**src/rtl/axis_burst_drainer_pkg.sv**
```systemverilog
// Shared FSM encoding and counter width for the AXI-Stream burst drainer.
package axis_burst_drainer_pkg;

  typedef enum logic {
    IDLE  = 1'b0,
    BURST = 1'b1
  } state_t;

  localparam int COUNT_W = 32;

endpackage

```
**src/rtl/axis_burst_drainer_reg_slice.sv**
```systemverilog
// Two-entry AXI-Stream register slice: registered outputs plus a skid entry so
// the upstream ready never depends on the downstream ready in the same cycle.
module axis_reg_slice #(
  parameter int WIDTH = 129
) (
  input  logic             aclk,
  input  logic             aresetn,
  input  logic [WIDTH-1:0] in_data,
  input  logic             in_valid,
  output logic             in_ready,
  output logic [WIDTH-1:0] out_data,
  output logic             out_valid,
  input  logic             out_ready,
  output logic             empty
);

  logic [WIDTH-1:0] skid_data;
  logic             skid_valid;

  assign in_ready = !skid_valid;
  assign empty    = !out_valid && !skid_valid;

  always_ff @(posedge aclk or negedge aresetn) begin
    if (!aresetn) begin
      out_data   <= '0;
      out_valid  <= 1'b0;
      skid_data  <= '0;
      skid_valid <= 1'b0;
    end else if (!out_valid || out_ready) begin
      // Output register is free this cycle: refill from skid first, else from input.
      if (skid_valid) begin
        out_data   <= skid_data;
        out_valid  <= 1'b1;
        skid_valid <= 1'b0;
      end else begin
        out_valid <= in_valid;
        if (in_valid) begin
          out_data <= in_data;
        end
      end
    end else if (in_valid && in_ready) begin
      skid_data  <= in_data;
      skid_valid <= 1'b1;
    end
  end

endmodule

```
**src/rtl/axis_burst_drainer.sv**
```systemverilog
// Drains an upstream FIFO into fixed-length AXI-Stream packets, flushing a
// partial packet when the FIFO sits non-empty but short of a burst for too long.
//
// state | meaning
// ------+----------------------------------------------------------------
// IDLE  | watch fifo_count; start a full burst or count toward a flush
// BURST | forward latched beats_left beats, TLAST on the final one
module axis_burst_drainer
  import axis_burst_drainer_pkg::*;
#(
  parameter int TDATA_WIDTH    = 128,
  parameter int BURST_LEN      = 16,
  parameter int TIMEOUT_CYCLES = 1024
) (
  input  logic                   aclk,
  input  logic                   aresetn,
  input  logic [TDATA_WIDTH-1:0] S_AXIS_TDATA,
  input  logic                   S_AXIS_TVALID,
  output logic                   S_AXIS_TREADY,
  input  logic [COUNT_W-1:0]     fifo_count,
  output logic [TDATA_WIDTH-1:0] M_AXIS_TDATA,
  output logic                   M_AXIS_TVALID,
  output logic                   M_AXIS_TLAST,
  input  logic                   M_AXIS_TREADY,
  output logic                   busy,
  output logic [COUNT_W-1:0]     burst_count
);

  localparam int BEATS_W = $clog2(BURST_LEN + 1);
  localparam int TIMER_W = (TIMEOUT_CYCLES > 1) ? $clog2(TIMEOUT_CYCLES) : 1;

  state_t               state, state_nxt;
  logic [BEATS_W-1:0]   beats_left, beats_nxt;
  logic [TIMER_W-1:0]   timer, timer_nxt;
  logic [COUNT_W-1:0]   count_nxt;

  logic                 slice_in_ready;
  logic                 slice_empty;
  logic [TDATA_WIDTH:0] out_word;
  logic                 s_ready;
  logic                 s_fire;
  logic                 last_beat;
  logic                 full_ok;
  logic                 pending;
  logic                 timed_out;

  assign s_ready   = (state == BURST) && (beats_left != '0) && slice_in_ready;
  assign s_fire    = s_ready && S_AXIS_TVALID;
  assign last_beat = (beats_left == BEATS_W'(1));
  assign full_ok   = (fifo_count >= COUNT_W'(BURST_LEN));
  assign pending   = (fifo_count != '0);
  assign timed_out = (timer == TIMER_W'(TIMEOUT_CYCLES - 1));

  always_ff @(posedge aclk or negedge aresetn) begin
    if (!aresetn) begin
      state       <= IDLE;
      beats_left  <= '0;
      timer       <= '0;
      burst_count <= '0;
    end else begin
      state       <= state_nxt;
      beats_left  <= beats_nxt;
      timer       <= timer_nxt;
      burst_count <= count_nxt;
    end
  end

  always_comb begin
    state_nxt = state;
    beats_nxt = beats_left;
    timer_nxt = timer;
    count_nxt = burst_count;
    case (state)
      IDLE: begin
        // A full burst wins over a simultaneous timeout.
        if (full_ok) begin
          state_nxt = BURST;
          beats_nxt = BEATS_W'(BURST_LEN);
          timer_nxt = '0;
        end else if (pending && timed_out) begin
          state_nxt = BURST;
          beats_nxt = fifo_count[BEATS_W-1:0];
          timer_nxt = '0;
        end else if (pending) begin
          timer_nxt = timer + 1'b1;
        end else begin
          timer_nxt = '0;
        end
      end
      BURST: begin
        if (s_fire) begin
          beats_nxt = beats_left - 1'b1;
          if (last_beat) begin
            state_nxt = IDLE;
            count_nxt = burst_count + 1'b1;
          end
        end
      end
      default: state_nxt = IDLE;
    endcase
  end

  axis_reg_slice #(
    .WIDTH (TDATA_WIDTH + 1)
  ) u_slice (
    .aclk      (aclk),
    .aresetn   (aresetn),
    .in_data   ({last_beat, S_AXIS_TDATA}),
    .in_valid  (s_fire),
    .in_ready  (slice_in_ready),
    .out_data  (out_word),
    .out_valid (M_AXIS_TVALID),
    .out_ready (M_AXIS_TREADY),
    .empty     (slice_empty)
  );

  assign S_AXIS_TREADY = s_ready;
  assign M_AXIS_TDATA  = out_word[TDATA_WIDTH-1:0];
  assign M_AXIS_TLAST  = out_word[TDATA_WIDTH];
  assign busy          = (state == BURST) || !slice_empty;

endmodule

```
**config.mk**
```make
export PLATFORM = sky130hd
export DESIGN_NAME = axis_burst_drainer
export DESIGN_NICKNAME = d
export VERILOG_FILES = /design/src/rtl/axis_burst_drainer_pkg.sv /design/src/rtl/axis_burst_drainer_reg_slice.sv /design/src/rtl/axis_burst_drainer.sv
export SDC_FILE = /design/constraint.sdc
export NUM_CORES = 1
export LEC_CHECK = 0
export BUFFER_PORTS_ARGS = -buffer_cell sky130_fd_sc_hd__buf_2
export CORE_UTILIZATION = 40
export CTS_CLUSTER_DIAMETER = 40
export DETAILED_ROUTE_END_ITERATION = 8
export MAX_ROUTING_LAYER = met4
export SETUP_SLACK_MARGIN = 0.2
export SYNTH_ARGS = -nofsm -noshare
export SYNTH_HDL_FRONTEND = slang
export SYNTH_SLANG_ARGS = --single-unit
```
**constraint.sdc**
```tcl
create_clock -name aclk -period 4.9 [get_ports aclk]
set_clock_uncertainty 0.15 [all_clocks]
set_input_delay 0.98 -clock aclk [delete_from_list [all_inputs] [get_ports aclk]]
set_output_delay 0.98 -clock aclk [all_outputs]
set_load 0.005 [all_outputs]
```
==> run summary, run 1 <==
Final-report hold violation count -> 0
Synth top area share -> 0.5843
# IOs -> 328
Sequential-to-total area share from yosys stat -> 0.5843
Area contributors post-synth -> dfrtp_1, mux2_2, mux2i_1
Total gr overflow -> 0
Tightest Hold Check Type -> flip-flop to flip-flop
Syn_area_per_cell -> 12.05 sq um
CTS H-Tree Depth -> 2
Area growth syn-to-layout -> 28.63%
CTS buffer count -> 47
Worst Path Arrival -> 2.37 ns
DRT Wirelength -> 30,910 um
Achievable Freq -> 285.9 MHz
Leakage -> 8.377 nW
Total GRT Usage -> 0.1923
Core Area -> 32,450 sq um
Min cycle time layout -> 3.498 ns
Syn nets -> 1,264
Tot Pwr -> 0.007839 W
CTS Buffer Depth -> 3
CTS Hold Buffers Added -> 0
Max Slew Vio Count -> 0
Dpl cells -> 1,815
Nets -> 1,591
Pre-CTS WS -> 1.629 ns
Port Buf Inserts -> 327
CP max FO -> 26
Die height -> 183.6 um
R2r worst-path depth -> 5
Post-Syn Instances -> 1,095
Max cap viols -> 0
Width of the die -> 183.6 um
DRT antenna net count -> 0
Top cells by count, synth -> dfrtp_1, nand2_1, o21ai_0
GP Congestion -> 0.8108
Run status -> finished, final reports clean
Most common cell in the netlist -> dfrtp_1
Synthesized area -> 13,190 sq um
CTS root buffer -> clkbuf_16
Layout cells sized above 1 -> 0.3866
Cell variety after synth -> 42
Clock Sink Count -> 308
Reg-to-Reg End -> u_slice.out_data[73]
Initial Util -> 0.4065
Final setup TNS -> 0 ns
Worst-margin pin slew -> 1.178 ns
Top FF cell, synth -> dfrtp_1
Fin worst setup slack -> 1.402 ns
Power per cell area -> 462.0 nW/um^2
Wire per inst -> 16.22 um
Setup repair bufs after CTS -> 0
CTS resizes -> 0
Initial DRC count -> 403
Synth warnings -> 0
Cell Rows -> 66
Via count -> 9,339
Number of synthesized flops with an enable pin -> 0
#FFs+latches synth -> 308
Drt via density -> 4.900
Worst r2r src -> u_slice.skid_valid
Crit path kind -> flip-flop to output port
CTS tree -> yes
WP data required -> 3.77 ns
Largest net degree at the start of global routing -> 187
Vias in the first global route -> 9,560
Pre-antenna DRT Iters -> 5
Worst relative slew slack -> 0.2072
Fill cells -> 2,867
Setup violations, final -> 0
Async SR Flop Fraction -> 1.000
Endpoint type of the worst setup path -> output port
Clock Latency Late Sink -> 0.54 ns
Initial antenna violation count -> 4
Critical Path Source Type -> flip-flop
Setup crit end -> S_AXIS_TREADY
Post-Layout Cell Count -> 1,906
CP startpoint -> state
Worst VDD drop -> 350.2 uV
Area leader, netlist -> dfrtp_1
Clock transition at path regs -> 0.05 ns
Die area -> 33,710 sq um
Post-DP HPWL -> 20,320 um
First-pass GRT wire length -> 50,420 um
Fin crit share -> 0.7139
RSZ-0062 raised after global routing -> no
Slack of the worst reg-to-reg path -> 2.01 ns
DRC Markers -> 0
==> per-stage QoR <==
step                      hold WS, ns  utilization  instance area, sq um
final                          0.3197       0.5228                 16970
after global routing           0.3223       0.5227                 16970
after CTS                      0.3188       0.5224                 16960
after detailed placement       0.3117       0.4708                 15280
after global placement         0.3065       0.4708                 15280
after floorplan                0.3182            -                 13190
==> registers in the layout, summed over array words and instances (netlist names) <==
register and flops:
burst_count 32, beats_left 5, u_slice.skid_data 129, u_slice.out_valid 1, state 1, timer 10
u_slice.skid_valid 1, u_slice.out_data 129
==> routing by layer <==
metal | global-route usage | vias to the layer above | share of wire
met5 | - | - | 0
met4 | 0.06933 | 0 | 0.023
met3 | 0.05190 | 60 | 0.062
met2 | 0.3015 | 219 | 0.48
met1 | 0.2386 | 4523 | 0.44
li1 | - | 4537 | -
==> worst max-delay path, cell delays in order, from the launching register on <==
cell      delay, ns
dfrtp_1        0.81
clkinv_1       0.46
nor3_1         0.38
buf_2          0.18
==> power by group <==
part	leakage, nW	switching (W)	internal (W)
Sequential	4.25	0.000231	0.00301
Combinational	3.33	0.000581	0.000525
Clock	0.797	0.00123	0.00226
Total	8.38	0.00204	0.00580
==> worst min path at each step <==
stage	end	cells past startpoint	slack, ns	start
finish	u_slice.out_data[56]	2	0.32	u_slice.out_data[56]
global route	burst_count[31]	1	0.32	burst_count[31]
CTS	burst_count[31]	1	0.32	burst_count[31]
detailed placement	burst_count[31]	1	0.31	burst_count[31]
global placement	u_slice.out_data[56]	2	0.31	u_slice.out_data[56]
floorplan	burst_count[31]	1	0.32	burst_count[31]
==> cell usage in the layout (no fill, tap or decap), drive strengths merged, types with 11 or more instances in the layout <==
master  count
buf       339
dfrtp     308
nand2     162
o21ai     137
mux2      130
mux2i     129
clkbuf     59
xnor2      24
nand4      17
nand3      17
nor2       17
xor2       11
==> cell type report <==
cell class                      count  area, sq um  share of cell area
Clock buffer                       59         1334             0.07861
Antenna cell                        5        12.51           0.0007374
Clock inverter                     27        342.8             0.02021
Multi-Input combinational cell    719         5201              0.3065
Sequential cell                   308         7711              0.4545
Tap cell                          442        553.0             0.03259
Timing Repair Buffer              339         1787              0.1053
Inverter                            7        26.28            0.001549
==> kinds of logic after synthesis <==
family / count (synthesis) / synth area share
DFF: 308 / 0.5843
AOI/OAI and AO/OA: 152 / 0.05928
and+or+nand+nor: 268 / 0.09694
xor gates and xnor gates: 35 / 0.02324
adders and majority gates: 5 / 0.004742
buffers and inverters: 68 / 0.02267
muxes: 259 / 0.2089
Power figures use the tool's default switching activity.
==> run 2: changes to the inputs <==
--- a/config.mk
+++ b/config.mk
@@ -5,6 +5,7 @@
 export SDC_FILE = /design/constraint.sdc
 export NUM_CORES = 1
 export LEC_CHECK = 0
+export ABC_AREA = 1
 export BUFFER_PORTS_ARGS = -buffer_cell sky130_fd_sc_hd__buf_2
 export CORE_UTILIZATION = 40
 export CTS_CLUSTER_DIAMETER = 40
==> constraint.sdc (replaced) <==
create_clock -name aclk -period 3.05 [get_ports aclk]
set_clock_uncertainty 0.15 [all_clocks]
set_input_delay 0.61 -clock aclk [delete_from_list [all_inputs] [get_ports aclk]]
set_output_delay 0.61 -clock aclk [all_outputs]
set_load 0.005 [all_outputs]
==> run 2 against run 1 <==
  * Register-to-register slack lost 1.4 ns
  * Largest cell class unchanged
  * Largest power group unchanged
  * Clock power grew 63%
  * Global-route usage grew 1.4 points
  * Count of clock-buffer cells in the layout grew 3
  * Sequential share of layout area shrank 2.8 points
  * Worst setup slack lost 0.93 ns
  * Hold slack lost 0.20 ns
  * Sequential power grew 35%
  * Critical path depth is the same
  * Routed wire length grew 16%
==> run summary, run 2 <==
Run status -> finished, final reports clean
Via count -> 11,810 (+26%)
Worst r2r src -> u_slice.skid_valid
Clock Latency Late Sink -> 0.56 ns (+0.02 ns)
Clock transition at path regs -> 0.05 ns (about the same)
Dpl cells -> 2,352 (+30%)
Largest net degree at the start of global routing -> 235 (+26%)
CTS Buffer Depth -> 3 (unchanged)
Worst hold path depth -> 3 (+1)
CP max FO -> 15 (-42%)
Final-report hold violation count -> 0 (unchanged)
DRT Wirelength -> 35,920 um (+16%)
Setup violations, final -> 0 (unchanged)
Min cycle time layout -> 2.579 ns
Max cap viols -> 0 (unchanged)
Wire per inst -> 14.68 um (-9.5%)
Number of synthesized flops with an enable pin -> 0 (unchanged)
Final setup TNS -> 0 ns (unchanged)
Port Buf Inserts -> 327 (unchanged)
Core Area -> 34,880 sq um (+7.5%)
CTS resizes -> 0 (unchanged)
Worst relative slew slack -> 0.4062 (+0.1989)
Power per cell area -> 597.3 nW/um^2 (+29%)
Worst-margin pin slew -> 0.8907 ns (-0.2875 ns)
Drt via density -> 4.826 (-1.5%)
Post-Syn Instances -> 1,632 (+49%)
CTS H-Tree Depth -> 2 (unchanged)
Clock Sink Count -> 308 (unchanged)
Worst Path Arrival -> 1.82 ns (-0.55 ns)
Most common cell in the netlist -> nand2_1
CTS root buffer -> clkbuf_16
Tightest Hold Check Type -> primary input to flip-flop
Hold Path Sink -> u_slice.skid_data[58]
Area leader, netlist -> dfrtp_1
Top FF cell, synth -> dfrtp_1
Vias in the first global route -> 11,550 (+21%)
Leakage -> 9.043 nW (+8.0%)
Post-DP HPWL -> 24,340 um (+20%)
DRT antenna net count -> 0 (unchanged)
GP Congestion -> 0.9192 (+13%)
Tot Pwr -> 0.01079 W (+38%)
Final instance area -> 18,060 sq um (+6.4%)
Placed cell areas -> 16,340 sq um (+7.0%)
Fill cells -> 3,360 (+17%)
Layout cells sized above 1 -> 0.2907 (-0.09582)
Pre-antenna DRT Iters -> 4 (-1)
Top cells by count, synth -> nand2_1, dfrtp_1, o21ai_0
Critical Path Source Type -> flip-flop
First-pass GRT wire length -> 58,900 um (+17%)
Area growth syn-to-layout -> 26.11%
# IOs -> 328 (unchanged)
Width of the die -> 191.2 um (+4.1%)
Crit path kind -> flip-flop to output port
Most common cell after layout, fill and taps aside -> nand2_1
Nets -> 2,118 (+33%)
Die height -> 191.2 um (+4.1%)
Post-Layout Cell Count -> 2,447 (+28%)
Total GRT Usage -> 0.2061 (+0.01380)
Die area -> 36,560 sq um (+8.5%)
Reg-to-Reg End -> u_slice.skid_data[70]
Area contributors post-synth -> dfrtp_1, nand2_1, o21ai_0
CTS buffer count -> 49 (+4.3%)
Achievable Freq -> 387.8 MHz
Cell variety after synth -> 35 (-17%)
Sequential-to-total area share from yosys stat -> 0.5382 (-0.04609)
Syn_area_per_cell -> 8.775 sq um (-27%)
Setup repair bufs after CTS -> 0 (unchanged)
Hold Crit Start -> S_AXIS_TDATA[58]
Initial Util -> 0.4105 (+0.004076)
Cell Rows -> 68 (+3.0%)
Initial antenna violation count -> 4 (unchanged)
Syn nets -> 1,801 (+42%)
Most frequent cells in the layout -> nand2_1, buf_2, dfrtp_1
Max Slew Vio Count -> 0 (unchanged)
WP data required -> 2.29 ns (-1.48 ns)
Synth top area share -> 0.5382 (-0.04609)
Slack of the worst reg-to-reg path -> 0.65 ns (-1.36 ns)
#FFs+latches synth -> 308 (unchanged)
Worst VDD drop -> 442.7 uV (+26%)
Top Registers -> u_slice.out_data x129, u_slice.skid_data x129, burst_count x32
DRC Markers -> 0 (unchanged)
RSZ-0062 raised after global routing -> no
Synth warnings -> 0 (unchanged)
Async SR Flop Fraction -> 1.000 (unchanged)
Initial DRC count -> 609 (+51%)
Total gr overflow -> 0 (unchanged)
Endpoint type of the worst setup path -> output port
Fin crit share -> 0.8455
R2r worst-path depth -> 7 (+2)
CTS tree -> yes
Synthesized area -> 14,320 sq um (+8.6%)
run 2: cell types whose count changed after synthesis, sizes merged, moves of 10 or more:
| cell | previous run | this run |
|---|---|---|
| nand2 | 162 | 495 |
| o21ai | 137 | 381 |
| inv | 6 | 142 |
| mux2i | 129 | 1 |
| mux2 | 130 | 22 |
| nor2 | 17 | 75 |
| buf | 31 | 57 |
| or2 | 2 | 22 |
| xnor2 | 24 | 12 |
| nand3 | 17 | 28 |
| nor4 | 10 | 0 |
| xor2 | 11 | 21 |
run 2: worst max-delay path by stage:
stage | from | to | slack (ns) | depth (start not counted)
finish | state | busy | 0.47 | 3
global route | state | busy | 0.33 | 3
CTS | state | busy | 0.42 | 3
detailed placement | u_slice.skid_valid | u_slice.skid_data[60] | 0.64 | 6
global placement | u_slice.skid_valid | u_slice.skid_data[67] | 0.70 | 6
floorplan | M_AXIS_TREADY | u_slice.skid_data[0] | 1.12 | 5
run 2: cells by family after synthesis:
kind of cell / synth area share
and+or+nand+nor: 0.1851
xor gates and xnor gates: 0.02018
DFF: 0.5382
muxes: 0.01800
adders and majority gates: 0.004368
buffers and inverters: 0.07645
AOI/OAI and AO/OA: 0.1577
run 2: final cells by class:
class                   count  area (sq um)  area share
flip-flops and latches    308          7711      0.4269
multi-input cells        1096          5519      0.3056
repair buffers            352          2012      0.1114
clock buffers              62          1335     0.07392
well taps                 455         569.3     0.03152
inverters                 142         540.5     0.02993
clock inverters            28         364.1     0.02016
diodes                      4         10.01   0.0005542
run 2: layer usage:
metal | vias to the layer above | wire length, um | part of all wire | track usage
li1 | 5892 | - | - | -
met1 | 5524 | 16500 | 0.46 | 0.2715
met2 | 330 | 16240 | 0.45 | 0.3134
met3 | 63 | 2380 | 0.066 | 0.05030
met4 | 0 | 790 | 0.022 | 0.06197
met5 | - | 0 | 0 | -
run 2: what timing repair did:
| item | CTS | global route |
|---|---|---|
| hold buffers | 1 | 0 |
| endpoints found under the hold margin | 59 | 0 |
| setup endpoints to repair | 0 | 0 |
run 2: power by group:
| group | switching (W) | internal, W |
|---|---|---|
| combinational | 0.000388 | 0.000327 |
| clock | 0.00199 | 0.00370 |
| sequential | 0.000106 | 0.00427 |
| total | 0.00249 | 0.00830 |
run 2: worst max-delay path, stage by stage (launching register included):
cell and delay [ns]:
dfrtp_1 0.53, inv_1 0.42, nand3_1 0.15, buf_2 0.16
run 2: metrics by stage:
step	setup slack (ns)	util	hold WS [ns]
6_report	0.4711	0.5178	0.1171
5_1_grt	0.3325	0.5178	0.1006
4_1_cts	0.4219	0.5175	0.07706
3_5_place_dp	0.6362	0.4685	0.3140
3_3_place_gp	0.6991	0.4685	0.3098
2_1_floorplan	1.121	-	0.1644
